$ cat src/rtl/fifo_pkg.sv
// -----------------------------------------------------------------------------
// fifo_pkg
// Shared definitions for the async FIFO read and write controllers.
//   A_WIDTH  : default address width (FIFO depth = 2**A_WIDTH)
//   DEPTH    : default FIFO depth
//   bin2gray : binary -> reflected Gray code (32-bit, callers truncate)
//   gray2bin : reflected Gray code -> binary (32-bit, callers truncate)
// -----------------------------------------------------------------------------
package fifo_pkg;

    localparam int unsigned A_WIDTH = 4;
    localparam int unsigned DEPTH   = 1 << A_WIDTH;

    function automatic logic [31:0] bin2gray(input logic [31:0] bin);
        return (bin >> 1) ^ bin;
    endfunction

    // Each binary bit is the XOR of all Gray bits at and above it.
    function automatic logic [31:0] gray2bin(input logic [31:0] gray);
        logic [31:0] bin;
        bin = '0;
        for (int i = 0; i < 32; i++) begin
            bin[i] = ^(gray >> i);
        end
        return bin;
    endfunction

endpackage

$ cat src/rtl/gray2bin_conv.sv
// -----------------------------------------------------------------------------
// gray2bin_conv
// Combinational Gray-to-binary converter of width W.
// Ports:
//   gray_i  in   W   Gray-coded value
//   bin_o   out  W   binary equivalent
// -----------------------------------------------------------------------------
module gray2bin_conv #(
    parameter int unsigned W = 5
) (
    input  logic [W-1:0] gray_i,
    output logic [W-1:0] bin_o
);

    always_comb begin
        bin_o = '0;
        // XOR-prefix from the MSB down.
        for (int i = 0; i < W; i++) begin
            bin_o[i] = ^(gray_i >> i);
        end
    end

endmodule

$ cat src/rtl/fifo_wr_ctrl.sv
// -----------------------------------------------------------------------------
// fifo_wr_ctrl
// Write-side control of the async FIFO, entirely in the Clk domain.
// Ports:
//   Clk           in   1          write-domain clock
//   Resetn        in   1          synchronous active-low reset
//   wr_en         in   1          push request (accepted only while full==0)
//   rd_syn_ptr    in   a_width+1  synchronised Gray read pointer
//   clr_overflow  in   1          clears the sticky overflow flag
//   mem_we        out  1          memory write strobe (combinational)
//   wr_addr       out  a_width    memory write address
//   wr_ptr        out  a_width+1  registered Gray write pointer
//   full          out  1          registered full flag (pessimistic)
//   almost_full   out  1          registered, level >= AF_THRESH
//   wr_level      out  a_width+1  registered fill level (pessimistic)
//   overflow      out  1          sticky write-while-full flag
// -----------------------------------------------------------------------------
module fifo_wr_ctrl
    import fifo_pkg::*;
#(
    parameter int unsigned a_width   = A_WIDTH,
    parameter int unsigned AF_THRESH = 12
) (
    input  logic               Clk,
    input  logic               Resetn,
    input  logic               wr_en,
    input  logic [a_width:0]   rd_syn_ptr,
    input  logic               clr_overflow,
    output logic               mem_we,
    output logic [a_width-1:0] wr_addr,
    output logic [a_width:0]   wr_ptr,
    output logic               full,
    output logic               almost_full,
    output logic [a_width:0]   wr_level,
    output logic               overflow
);

    localparam int unsigned PW = a_width + 1;

    logic [PW-1:0] wr_bin_q, wr_bin_d;
    logic [PW-1:0] wr_ptr_q, wr_ptr_d;
    logic [PW-1:0] level_q, level_d;
    logic          full_q, full_d;
    logic          af_q, af_d;
    logic          ovf_q, ovf_d;
    logic [PW-1:0] rd_bin;
    logic [PW-1:0] full_gray;
    logic          push;

    gray2bin_conv #(
        .W (PW)
    ) u_rd_g2b (
        .gray_i (rd_syn_ptr),
        .bin_o  (rd_bin)
    );

    assign push = wr_en & ~full_q;

    // Full when the write pointer is one lap ahead: Gray form inverts the top two bits.
    assign full_gray = {~rd_syn_ptr[a_width -: 2], rd_syn_ptr[a_width-2:0]};

    always_comb begin
        wr_bin_d = wr_bin_q + PW'(push);
        wr_ptr_d = PW'(bin2gray(32'(wr_bin_d)));
        full_d   = (wr_ptr_d == full_gray);
        level_d  = wr_bin_d - rd_bin;
        af_d     = (32'(level_d) >= AF_THRESH);
        // A new overflow event wins over a simultaneous clear.
        ovf_d    = (wr_en & full_q) | (ovf_q & ~clr_overflow);
    end

    always_ff @(posedge Clk) begin
        if (!Resetn) begin
            wr_bin_q <= '0;
            wr_ptr_q <= '0;
            level_q  <= '0;
            full_q   <= 1'b0;
            af_q     <= 1'b0;
            ovf_q    <= 1'b0;
        end else begin
            wr_bin_q <= wr_bin_d;
            wr_ptr_q <= wr_ptr_d;
            level_q  <= level_d;
            full_q   <= full_d;
            af_q     <= af_d;
            ovf_q    <= ovf_d;
        end
    end

    // The strobe is suppressed while reset is held so no write lands in a reset cycle.
    assign mem_we      = push & Resetn;
    assign wr_addr     = wr_bin_q[a_width-1:0];
    assign wr_ptr      = wr_ptr_q;
    assign full        = full_q;
    assign almost_full = af_q;
    assign wr_level    = level_q;
    assign overflow    = ovf_q;

endmodule

$ cat config.mk
export PLATFORM = sky130hd
export DESIGN_NAME = fifo_wr_ctrl
export DESIGN_NICKNAME = d
export VERILOG_FILES = /design/src/rtl/fifo_pkg.sv /design/src/rtl/gray2bin_conv.sv /design/src/rtl/fifo_wr_ctrl.sv
export SDC_FILE = /design/constraint.sdc
export NUM_CORES = 1
export LEC_CHECK = 0
export BUFFER_PORTS_ARGS = -buffer_cell sky130_fd_sc_hd__buf_2
export CORE_AREA = 3 3 50 52
export DETAILED_ROUTE_END_ITERATION = 16
export DIE_AREA = 0 0 53 55
export GPL_TIMING_DRIVEN = 0
export PLACE_DENSITY_LB_ADDON = 0.3
export REMOVE_ABC_BUFFERS = 1
export SETUP_SLACK_MARGIN = 0.05
export SLEW_MARGIN = 20
export SYNTH_ARGS = -nofsm -noshare
export SYNTH_HDL_FRONTEND = slang
export SYNTH_SLANG_ARGS = --single-unit
$ cat constraint.sdc
create_clock -name Clk -period 3.17 [get_ports Clk]
set_input_delay 0.634 -clock Clk [delete_from_list [all_inputs] [get_ports Clk]]
set_output_delay 0.634 -clock Clk [all_outputs]
set_load 0.01 [all_outputs]
==> impl_metrics.ini <==
[sta]
finalCritPeriodShare_pct = 85.5
post-route-min-period_ns = 2.71
rsz0062_at_grt = no
finalMaxSlewViolations = 0
skew_ns = 0.00878
relSlewSlack_pct = 63.9
finalSetupViolations = 0
worst-slew-pin-transition_ns = 0.539
timing.fmax_ghz = 0.369
setup_tns_ns = 0
hold_violations = 0

[clock_tree]
cts_setup_buffers = 0
cts.sinks = 17
clk_path_buf_depth = 2
clkLatencyLatePin_ns = 0.29
clkTransAtPathRegs_ns = 0.10
cts_hold_buf = 0
root_buffer = clkbuf_4
post_cts_resize_count = 0
htree_levels = 1
numCtsBuffers = 3
cts_tree = yes

[global_route]
grt_overflow_total = 0
antenna_found_initial = 0
grt_use_met3_pct = 1.88
grt_pass1_wl_um = 2460
grt.total_usage_pct = 11.8
grt_pass1_vias = 572
grt_use_met1_pct = 16.4
grt_max_degree = 20
grt-busiest-layer = met1
grt_use_met2_pct = 16.1

[synthesis]
synth_compound_area_share_pct = 10.1
ys_seq_area_share_pct = 36.5
synth_top_family_by_area = XOR/XNOR gates
synth_edf_count = 0
synth_xor_area_share_pct = 20.0
yosys.area_share.simple_pct = 19.3
syn_inst = 91
synthMuxAreaShare_pct = 3.22
yosysWarnings = 0
async_flop_share_pct = 0
synth.avg_cell_area_um2 = 10.2
syn-cell-area_um2 = 932
yosys_most_used_dff = dfxtp_1
ys_seq_elements = 17
synthAdderAreaFrac_pct = 8.05
ys_types = 31

[die]
pin_count = 27
die_x_um = 53
core-area_mm2 = 0.00215
fp.dieH_um = 55
start_util_pct = 43.4
die-area_mm2 = 0.00292
rows = 17

[status]
run_status = finished, final reports clean

[route]
drt_drc_violations_left = 0
num_vias = 697
drtIter0Drc = 0
wl_um = 1610
avgViaCountPerCell = 4.74
routedWlPerCell_um = 11.0
drt_pass1_iterations = 1
drtAntennaViolNets = 0

[finish]
n_antenna_cell = 0
fin_area_mm2 = 0.00111
layout_commonest_cell = buf_2
nNetsFinal = 135
drive_gt1_share_pct = 27.7
layout_common_cells = 26 x buf_2, 17 x dfxtp_1, 10 x and2_1
syn_to_final_growth_pct = 19.3

[power_and_ir_drop]
leakage_nw = 0.576
powerDensity_mw_per_mm2 = 483
peakVddDrop_v = 0.000231

[worst_setup_path]
path_class = input port to flip-flop
worstPathRequired_ns = 3.42
worstRegToRegCells = 10
startpoint_type = input port
path_max_fanout = 7
crit_arrival_ns = 2.96
end_kind = flip-flop

[placed_design]
gp_congestion = 0.714
dpl.hpwl_um = 1230
place_area_mm2 = 0.00109
io_buffers = 26

[run]
timing.max_cap.violations = 0

[worst_hold_path]
hold_path_class = flip-flop to flip-flop
holdPathStages = 2
-- registers in the layout, summed over array words and instances (netlist names) --
signal       flops
wr_bin_q         5
overflow         1
almost_full      1
wr_ptr           4
wr_level         5
full             1
-- worst max-delay path, cell delays in order --
cell and delay (ns):
buf_2 0.10, nor2b_1 0.13, ha_1 0.20, ha_1 0.21
xor2_1 0.47, ha_1 0.40, a21oi_1 0.18, o21bai_1 0.09
a41oi_2 0.19, mux2i_1 0.25, a21o_1 0.10
-- synth_stat cells (2+ instances only) --
library cell	count	area [um^2]
dfxtp_1	17	340
and2_1	10	62.6
xor2_1	9	78.8
ha_1	6	75.1
xnor2_1	6	52.6
nand2_1	5	18.8
inv_1	4	15.0
nor2b_1	4	25.0
mux2i_1	3	30.0
or2b_1	3	22.5
a21oi_1	2	10.0
and3_1	2	12.5
xnor2_2	2	32.5
-- kinds of logic (layout without fill, tap and decap cells) --
group                    Yosys count  after routing
adder cells (fa/ha/maj)            6              6
multiplexers                       3              3
flip-flops                        17             17
AO/OA/AOI/OAI                     11             11
XOR/XNOR                          18             18
buffers and inverters              6             34
AND/OR/NAND/NOR                   30             30
-- layer usage --
metal,share of wire [%],wire (um)
met2,43,688
met3,5.0,81
met5,0,0
met4,3.0,48
met1,49,793
-- path summary, 6_finish.rpt --
| kind | start | endpoint | slack (ns) |
|---|---|---|---|
| min | overflow$_SDFF_PN0_ | overflow$_SDFF_PN0_ | 0.48 |
| min reg2reg | overflow$_SDFF_PN0_ | overflow$_SDFF_PN0_ | 0.48 |
| max reg2reg | full$_SDFF_PN0_ | almost_full$_SDFF_PN0_ | 0.60 |
| max | wr_en | almost_full$_SDFF_PN0_ | 0.46 |
-- layout make-up --
| cell class | instances | area [um^2] |
|---|---|---|
| inverters | 4 | 15.0 |
| fillers | 222 | 1040 |
| clock buffers | 4 | 26.3 |
| multi-input cells | 68 | 566 |
| flip-flops and latches | 17 | 340 |
| well taps | 28 | 35.0 |
| repair buffers | 26 | 130 |
-- power by group --
part           leakage [nW]  switching [mW]  internal, mW
Combinational         0.422          0.0942        0.0836
Sequential            0.140         0.00606         0.239
Clock                0.0150          0.0650        0.0489
Total                 0.576           0.165         0.372
-- stage by stage --
stage	hold WS, ns	power (mW)	instances	setup WS, ns	utilization [%]
5_1_grt	0.544	0.577	147	0.328	51.8
3_5_place_dp	0.482	0.430	143	0.189	50.6
4_1_cts	0.498	0.549	147	0.444	51.8
2_1_floorplan	0.497	0.376	89	0.558	-
6_report	0.485	0.537	147	0.459	51.8
3_3_place_gp	0.463	0.427	143	0.226	50.6
Note: power is estimated with default switching activity, not from simulation.
